===== src/rtl/param_ram_ctrl.sv =====
// param_ram_ctrl: single-port word RAM with byte-enable writes, a one-cycle
// request/response handshake, and a self-clearing sweep. The sweep runs after
// reset and after a clear request. It zeroes one word per cycle until the
// whole array has been written.
module param_ram_ctrl #(
    parameter int DATA_W     = 16,
    parameter int ADDR_W     = 5,
    parameter int DEPTH      = 32,
    parameter bit WR_RET_OLD = 1'b0
) (
    input  logic                clk,
    input  logic                rst_n,
    input  logic                req_valid,
    output logic                req_ready,
    input  logic                req_write,
    input  logic [ADDR_W-1:0]   req_addr,
    input  logic [DATA_W-1:0]   req_wdata,
    input  logic [DATA_W/8-1:0] req_be,
    input  logic                clr_req,
    output logic                rsp_valid,
    output logic [DATA_W-1:0]   rsp_rdata,
    output logic                rsp_err,
    output logic                init_done
);

    localparam int NBYTES = DATA_W / 8;

    // Two-state controller: sweeping the array to zero, or serving requests.
    localparam logic [0:0] ST_INIT  = 1'b0;
    localparam logic [0:0] ST_READY = 1'b1;

    // Last word touched by the sweep.
    localparam logic [ADDR_W-1:0] LAST_ADDR = ADDR_W'(DEPTH - 1);
    // Depth held one bit wider so DEPTH == 2**ADDR_W still compares correctly.
    localparam logic [ADDR_W:0]   DEPTH_X   = (ADDR_W + 1)'(DEPTH);

    logic [0:0]        state_q, state_d;
    logic [ADDR_W-1:0] sweep_q, sweep_d;
    logic              rsp_valid_q, rsp_valid_d;
    logic [DATA_W-1:0] rsp_rdata_q, rsp_rdata_d;
    logic              rsp_err_q, rsp_err_d;

    logic [DATA_W-1:0] mem_q [0:DEPTH-1];

    logic              accept;
    logic              in_range;
    logic [DATA_W-1:0] rd_word;
    logic [DATA_W-1:0] wr_merged;
    logic              mem_we;
    logic [ADDR_W-1:0] mem_waddr;
    logic [DATA_W-1:0] mem_wdata;

    // Handshake: requests are refused while sweeping and in a clear cycle.
    assign req_ready = (state_q == ST_READY) && !clr_req;
    assign accept    = req_valid && req_ready;
    assign init_done = (state_q == ST_READY);

    assign rsp_valid = rsp_valid_q;
    assign rsp_rdata = rsp_rdata_q;
    assign rsp_err   = rsp_err_q;

    // Address decode and read of the word currently stored at req_addr.
    always_comb begin
        // NOTE: every signal written here gets a default first, so no path
        // leaves it unassigned and no latch is inferred.
        in_range = ({1'b0, req_addr} < DEPTH_X);
        rd_word  = '0;
        if (in_range) begin
            rd_word = mem_q[req_addr];
        end
    end

    // Byte-lane merge: enabled lanes take write data, the rest keep old data.
    always_comb begin
        wr_merged = rd_word;
        for (int i = 0; i < NBYTES; i++) begin
            if (req_be[i]) begin
                wr_merged[8*i +: 8] = req_wdata[8*i +: 8];
            end
        end
    end

    // Controller next state: advance the sweep or restart it on a clear.
    always_comb begin
        state_d = state_q;
        sweep_d = sweep_q;
        case (state_q)
            ST_INIT: begin
                if (clr_req) begin
                    sweep_d = '0;
                end else if (sweep_q == LAST_ADDR) begin
                    state_d = ST_READY;
                    sweep_d = '0;
                end else begin
                    sweep_d = sweep_q + 1'b1;
                end
            end
            ST_READY: begin
                if (clr_req) begin
                    state_d = ST_INIT;
                    sweep_d = '0;
                end
            end
            default: begin
                state_d = ST_INIT;
                sweep_d = '0;
            end
        endcase
    end

    // Single write port: the sweep owns it in INIT; accepted writes own it in READY.
    always_comb begin
        mem_we    = 1'b0;
        mem_waddr = sweep_q;
        mem_wdata = '0;
        if (state_q == ST_INIT) begin
            mem_we = 1'b1;
        end else if (accept && req_write && in_range) begin
            mem_we    = 1'b1;
            mem_waddr = req_addr;
            mem_wdata = wr_merged;
        end
    end

    // Response for the request accepted this cycle; outputs stay zero when idle.
    always_comb begin
        rsp_valid_d = accept;
        rsp_rdata_d = '0;
        rsp_err_d   = 1'b0;
        if (accept) begin
            if (!in_range) begin
                rsp_err_d = 1'b1;
            end else if (!req_write) begin
                rsp_rdata_d = rd_word;
            end else if (WR_RET_OLD) begin
                rsp_rdata_d = rd_word;
            end
        end
    end

    // Control and response registers; reset abandons any pending response.
    always_ff @(posedge clk or negedge rst_n) begin
        if (!rst_n) begin
            state_q     <= ST_INIT;
            sweep_q     <= '0;
            rsp_valid_q <= 1'b0;
            rsp_rdata_q <= '0;
            rsp_err_q   <= 1'b0;
        end else begin
            // NOTE: sequential state uses non-blocking assignments, so all
            // flops see the pre-edge values and update together.
            state_q     <= state_d;
            sweep_q     <= sweep_d;
            rsp_valid_q <= rsp_valid_d;
            rsp_rdata_q <= rsp_rdata_d;
            rsp_err_q   <= rsp_err_d;
        end
    end

    // Storage array write.
    always_ff @(posedge clk) begin
        // NOTE: the array has no reset, so it can map to RAM. The sweep
        // defines its contents instead, and nothing reads them before it ends.
        if (mem_we) begin
            mem_q[mem_waddr] <= mem_wdata;
        end
    end

endmodule


===== config.mk =====
export PLATFORM = sky130hd
export DESIGN_NAME = param_ram_ctrl
export DESIGN_NICKNAME = d
export VERILOG_FILES = /design/src/rtl/param_ram_ctrl.sv
export SDC_FILE = /design/constraint.sdc
export NUM_CORES = 1
export LEC_CHECK = 0
export BUFFER_PORTS_ARGS = -buffer_cell sky130_fd_sc_hd__buf_2
export CAP_MARGIN = 25
export CORE_ASPECT_RATIO = 1.1
export CORE_MARGIN = 3
export CORE_UTILIZATION = 45
export DETAILED_ROUTE_END_ITERATION = 10
export GPL_TIMING_DRIVEN = 0
export PLACE_DENSITY = 0.69
export SYNTH_ARGS = -nofsm -noshare
export SYNTH_HDL_FRONTEND = slang
export SYNTH_SLANG_ARGS = --single-unit

===== constraint.sdc =====
create_clock -name clk -period 2.65 [get_ports clk]
set_input_delay 0.1325 -clock clk [delete_from_list [all_inputs] [get_ports clk]]
set_output_delay 0.1325 -clock clk [all_outputs]
set_load 0.005 [all_outputs]

==> impl_metrics.py, run 1 <==
metrics = {
    "route": {
        "avgRoutedWirePerCell_um": 27.2,
        "via_per_inst": 5.94,
        "wl_um": 53800,
        "num_vias": 11774,
        "drt-initial-drc-count": 1455,
        "drc": 0,
        "ant_nets": 0,
        "dr.pass1.iters": 5,
    },
    "sta": {
        "rsz0062_at_grt": "yes",
        "finalHoldViolations": 0,
        "slew_headroom_pct": 27.8,
        "final.period_utilization_pct": 101,
        "fin_crit_ns": 2.68,
        "setup_ws_ns": -0.0272,
        "finalMaxSlewViolations": 0,
        "finalSetupViolCount": 57,
        "skew_ns": 0.0221,
        "worst_pin_slew_ns": 1.08,
        "clock.fmax_mhz": 374,
    },
    "clocking": {
        "clkSinkCount": 535,
        "cts_tree": "done",
        "numCtsBuffers": 52,
        "clock-root-buffer": "clkbuf_16",
        "cts.htree.levels": 2,
        "cts.clk_slew.worst_paths_ns": 0.06,
        "clock_latency_ns": 0.59,
        "clockBufferDepth": 3,
    },
    "place": {
        "placed_cells": 1873,
        "pre_cts_ws_ns": -0.799,
        "gp_congestion": 0.855,
        "hpwl_um": 35300,
        "numPortBuffers": 45,
    },
    "floorplan": {
        "start_util_pct": 45.7,
        "fp.dieArea_sq_um": 50100,
        "pin_count": 48,
        "die_w_um": 214,
        "coreArea_sq_um": 46700,
        "num_rows": 83,
        "die_h_um": 234,
    },
    "yosys": {
        "yosys_warnings": 0,
        "ys_ff_latch": 535,
        "syn_avg_cell_area_sq_um": 17.7,
        "async_reset_ff_share_pct": 4.30,
        "synth_edf_count": 512,
        "ys_types": 37,
        "syn-num-nets": 1238,
        "synth_ff_type": "edfxtp_1",
        "syn-instance-count": 1208,
        "synth_area_sq_um": 21300,
        "ys_seq_area_share_pct": 74.7,
    },
    "finish": {
        "fillers": 3597,
        "fin_cells": 1982,
        "diodes": 0,
        "nets": 1375,
        "drive_gt1_share_pct": 20.3,
        "area_growth_pct": 17.7,
    },
    "global_route": {
        "first_global_vias": 11275,
        "antenna_found_initial": 0,
        "grt_overflow": 0,
        "met2_usage_pct": 34.1,
        "grt_util_met3_pct": 3.73,
        "grt_max_degree": 33,
        "grt_pass1_wl_um": 76700,
        "top_usage_layer": "met2",
        "gr-usage-met1_pct": 30.2,
        "grt_usage_pct": 21.3,
    },
    "pwr": {
        "swShare_pct": 20.6,
        "clockPowerShare_pct": 43.5,
        "irDropWorstVdd_mv": 0.481,
        "p_per_area_nw_per_um2": 719,
        "leakage_nw": 9.81,
        "p_comb_share_pct": 5.3,
        "seqPwrFrac_pct": 51.2,
        "p_int_mw": 14.3,
        "p_sw_mw": 3.72,
    },
    "setup_path": {
        "reg2reg_to": "mem_q[29][10]",
        "cp-endpoint": "mem_q[29][10]",
        "critical_path_required_ns": 3.07,
        "startpoint": "init_done",
        "start_kind": "flip-flop",
        "crit_type": "reg -> reg",
        "end_kind": "flip-flop",
        "reg2reg_depth": 6,
        "cp_max_fo": 20,
        "arrival_ns": 3.10,
        "rrSetupSlack_ns": -0.03,
        "r2r-start": "init_done",
    },
    "min_path": {
        "min_path_type": "in -> reg",
    },
    "outcome": {
        "violations": "negative setup slack",
        "status": "finished with violations",
    },
    "run": {
        "drv_cap": 0,
    },
}
## placed cells by master (no fill, tap or decap), drive strengths merged, types with 2 or more instances in the layout
| cell | n |
|---|---|
| mux2i | 261 |
| o21ai | 2 |
| bufinv | 9 |
| nand2b | 18 |
| clkinv | 17 |
| a22oi | 128 |
| clkbuf | 88 |
| dlygate4sd3 | 3 |
| a32oi | 4 |
| dfrtp | 23 |
| nor4 | 16 |
| ha | 2 |
| nand3 | 2 |
| edfxtp | 512 |
| a21oi | 67 |
| nor3 | 2 |
| o211a | 16 |
| and2 | 18 |
| nor2b | 7 |
| inv | 4 |
| nor2 | 41 |
| nand2 | 7 |
| buf | 131 |
## cell usage after synthesis (3+ instances only)
cell | number | area share, %
a21oi_1 | 67 | 1.6
a22oi_1 | 128 | 4.5
a32oi_2 | 3 | 0.23
and2_1 | 18 | 0.53
buf_2 | 22 | 0.52
buf_4 | 12 | 0.42
buf_6 | 12 | 0.63
clkbuf_1 | 17 | 0.30
clkbuf_4 | 3 | 0.11
dfrtp_1 | 23 | 2.7
edfxtp_1 | 512 | 72
inv_1 | 3 | 0.053
mux2i_1 | 259 | 12
nand2_1 | 7 | 0.12
nand2b_1 | 18 | 0.53
nor2_1 | 40 | 0.70
nor2b_1 | 7 | 0.21
nor4_2 | 16 | 0.94
o211a_1 | 16 | 0.75
## worst min path at each step
stage | startpoint | endpoint | cells past startpoint | slack [ns]
finish | req_write | rsp_rdata[2] | 3 | 0.003
global route | clr_req | rsp_valid | 3 | 0.03
floorplan | rst_n | init_done | 0 | -0.16
global placement | rst_n | rsp_valid | 1 | 0.20
detailed placement | rst_n | rsp_valid | 1 | 0.21
CTS | clr_req | rsp_valid | 3 | 0.01
## critical path, cell delays in order, from the launching register on
cell and delay, ns:
dfrtp_1 0.40, and4b_1 0.20, buf_2 0.23, buf_2 0.39, clkbuf_2 0.40, o211a_1 0.65, buf_16 0.23
## repair_timing
item,4_1_cts,5_1_grt
buffers inserted,0,9
endpoints found under the setup margin,670,456
endpoints found under the hold margin,30,0
pin swaps,0,10
resized for setup,23,18
hold buffers,3,0
## power groups by stage
stage          logic [mW]  clock network (mW)  registers (mW)
3_3_place_gp        0.861                   0            9.43
5_1_grt             0.995                8.29            9.25
2_1_floorplan       0.550                   0            9.42
3_5_place_dp        0.894                   0            9.43
6_report            0.953                7.86            9.25
4_1_cts             0.910                7.95            9.25
## registers in the layout, indices dropped and copies added (netlist names)
name       cells
init_done      1
mem_q        512
rsp_rdata     16
rsp_valid      1
sweep_q        5
## final cells by class
type / count / area, sq um / area share [%]
inverter: 3 / 11.3 / 0.0448
buffer: 71 / 480 / 1.91
tap: 595 / 744 / 2.96
clock buffer: 68 / 1470 / 5.87
multi-input combinational: 599 / 5140 / 20.4
sequential: 535 / 16000 / 63.5
clock inverter: 28 / 377 / 1.50
timing repair buffer: 83 / 943 / 3.76
## metal layers
layer,up-vias,share of wire [%]
met5,-,0
met4,0,3.2
met3,101,8.0
met2,543,48
met1,6033,41
li1,5097,-
## metrics by stage
step                      instance area, sq um  power [mW]  setup TNS (ns)  utilization, %  hold WS (ns)
after floorplan                          21300        9.97               0               -        -0.163
after CTS                                24800        18.1          -19.30            53.1        0.0146
final                                    25100        18.1          -0.721            53.7       0.00299
after global routing                     25100        18.5          -12.55            53.7        0.0276
after global placement                   22300        10.3         -556.53            47.7         0.202
after detailed placement                 22900        10.3         -294.35            48.9         0.207
## cells by family after synthesis
family                   after synthesis  synth area share, %
flip-flops                           535                 74.7
other                                  1               0.0176
buffers and inverters                 74                 2.30
multiplexers                         262                 12.3
adder cells (fa/ha/maj)                2                0.117
AND/OR/NAND/NOR                      116                 3.32
AO/OA/AOI/OAI                        218                 7.17
Power figures use the tool's default switching activity.
==> run 2, diff against run 1 <==
--- a/config.mk
+++ b/config.mk
@@ -7,7 +7,7 @@
 export LEC_CHECK = 0
 export BUFFER_PORTS_ARGS = -buffer_cell sky130_fd_sc_hd__buf_2
 export CAP_MARGIN = 25
-export CORE_ASPECT_RATIO = 1.1
+export CORE_ASPECT_RATIO = 0.8
 export CORE_MARGIN = 3
 export CORE_UTILIZATION = 45
 export DETAILED_ROUTE_END_ITERATION = 10
==> impl_metrics.py, run 2 (synthesized netlist as in run 1, its figures left out) <==
metrics = {
    "outcome": {
        "status": "finished with violations",
        "violations": "negative setup slack",
    },
    "setup_path": {
        "end_kind": "flip-flop",
        "rrSetupSlack_ns": -0.01,
        "cp_max_fo": 32,
        "critical_path_required_ns": 2.91,
        "start_kind": "input port",
        "arrival_ns": 2.94,
        "crit_type": "in -> reg",
    },
    "clocking": {
        "cts_tree": "done",
        "clkSinkCount": 535,
        "clockBufferDepth": 3,
        "numCtsBuffers": 50,
        "clock_latency_ns": 0.58,
        "clock-root-buffer": "clkbuf_16",
        "cts.clk_slew.worst_paths_ns": 0.06,
        "cts.htree.levels": 2,
    },
    "sta": {
        "finalHoldViolations": 0,
        "rsz0062_at_grt": "yes",
        "setup_ws_ns": -0.0289,
        "worst_pin_slew_ns": 0.795,
        "fin_tns_setup_ns": -0.536,
        "skew_ns": 0.0152,
        "final.period_utilization_pct": 101,
        "finalMaxSlewViolations": 0,
        "slew_headroom_pct": 47.0,
        "clock.fmax_mhz": 373,
        "finalSetupViolCount": 32,
        "fin_crit_ns": 2.68,
    },
    "place": {
        "gp_congestion": 0.890,
        "hpwl_um": 36200,
        "pre_cts_ws_ns": -0.784,
        "placed_cells": 1895,
        "numPortBuffers": 45,
    },
    "route": {
        "ant_nets": 0,
        "avgRoutedWirePerCell_um": 26.9,
        "wl_um": 54100,
        "via_per_inst": 5.89,
        "num_vias": 11838,
        "drc": 0,
        "dr.pass1.iters": 5,
        "drt-initial-drc-count": 1320,
    },
    "pwr": {
        "swShare_pct": 21.3,
        "p_per_area_nw_per_um2": 669,
        "seqPwrFrac_pct": 55.4,
        "p_int_mw": 13.1,
        "clockPowerShare_pct": 38.9,
        "p_comb_share_pct": 5.8,
        "irDropWorstVdd_mv": 0.506,
        "p_sw_mw": 3.57,
        "leakage_nw": 9.71,
    },
    "min_path": {
        "min_path_type": "in -> reg",
    },
    "finish": {
        "nets": 1389,
        "layout_common_cells": "512 x edfxtp_1, 259 x mux2i_1, 128 x a22oi_1",
        "largest_register_ffs": 512,
        "drive_gt1_share_pct": 19.9,
        "regMostFlops": "mem_q",
        "layout_commonest_cell": "edfxtp_1",
        "area_growth_pct": 17.1,
        "fin_cells": 2009,
        "fillers": 3596,
    },
    "floorplan": {
        "die_h_um": 201,
        "fp.dieArea_sq_um": 50100,
        "start_util_pct": 46.1,
        "die_w_um": 249,
        "coreArea_sq_um": 46200,
        "num_rows": 70,
        "pin_count": 48,
    },
    "global_route": {
        "grt_max_degree": 33,
        "grt_pass1_wl_um": 77600,
        "antenna_found_initial": 2,
        "grt_usage_pct": 21.2,
        "first_global_vias": 11413,
        "grt_overflow": 0,
    },
    "run": {
        "drv_cap": 0,
    },
}
## run 2: cell types whose count changed in the layout (fill, tap and decap cells not counted), moves of 3 or more
cell	change
buf_12	+4
buf_4	+8
buf_8	+3
bufinv_16	-9
clkbuf_1	+15
clkbuf_16	-3
clkbuf_8	-5
clkinv_2	-4
diode_2	+3
o211a_2	-5
o211a_4	+6
## run 2: area by class of cell
type | count | area (sq um) | area share (%)
antenna | 3 | 7.51 | 0.0301
buffer | 71 | 482 | 1.93
clock buffer | 76 | 1390 | 5.56
timing repair buffer | 99 | 1140 | 4.56
tap | 612 | 766 | 3.07
multi-input combinational | 599 | 5180 | 20.8
sequential | 535 | 16000 | 63.9
inverter | 3 | 11.3 | 0.0451
clock inverter | 11 | 50.0 | 0.200
## run 2: power by group through the flow
| stage | logic [mW] | clock network, mW | registers (mW) |
|---|---|---|---|
| final | 0.964 | 6.49 | 9.25 |
| after global routing | 1.01 | 6.93 | 9.25 |
| after CTS | 0.923 | 6.57 | 9.25 |
| after detailed placement | 0.913 | 0 | 9.43 |
| after global placement | 0.866 | 0 | 9.43 |
| after floorplan | 0.550 | 0 | 9.42 |
## run 2: repair_timing
item                       4_1_cts  5_1_grt
pin swaps                        0       12
buffers inserted                 0       18
hold endpoints to repair        30        0
setup endpoints to repair      649      634
cloned                           0        0
gates resized for setup         19       34
hold buffers                     4        0
## run 2: metrics by stage
| stage | power, mW | cell area, sq um | utilization (%) | hold slack, ns |
|---|---|---|---|---|
| after global routing | 17.2 | 25000 | 54.0 | 0.0267 |
| after global placement | 10.3 | 22300 | 48.3 | 0.233 |
| after floorplan | 9.97 | 21300 | - | -0.163 |
| final | 16.7 | 25000 | 54.0 | 0.0366 |
| after CTS | 16.7 | 24500 | 52.9 | 0.0269 |
| after detailed placement | 10.3 | 22900 | 49.6 | 0.246 |
## run 2: path summary, 6_finish.rpt
| path | end | from | cells after the start |
|---|---|---|---|
| min in group asynchronous | rsp_rdata[7] | rst_n | 2 |
| max | mem_q[15][15] | req_addr[1] | 8 |
| max reg2reg | mem_q[15][15] | mem_q[15][15] | 5 |
| max in group asynchronous | sweep_q[0] | rst_n | 2 |
| min reg2reg | sweep_q[4] | sweep_q[4] | 2 |
| min | rsp_rdata[0] | req_write | 3 |
## run 2: per-layer routing
layer,global-route usage [%],part of all wire (%),wire [um]
met5,2.95,0.35,188
met4,6.19,2.8,1530
met3,5.48,11,5840
met2,30.6,44,23600
met1,31.3,42,22900
## run 2: worst max-delay path, stage by stage
cell and delay [ns]:
buf_2 0.17, and2_1 0.17, buf_2 0.23, buf_2 0.25, a22oi_1 0.25, a21oi_1 0.25, nor4_2 0.69, o211a_2 0.77
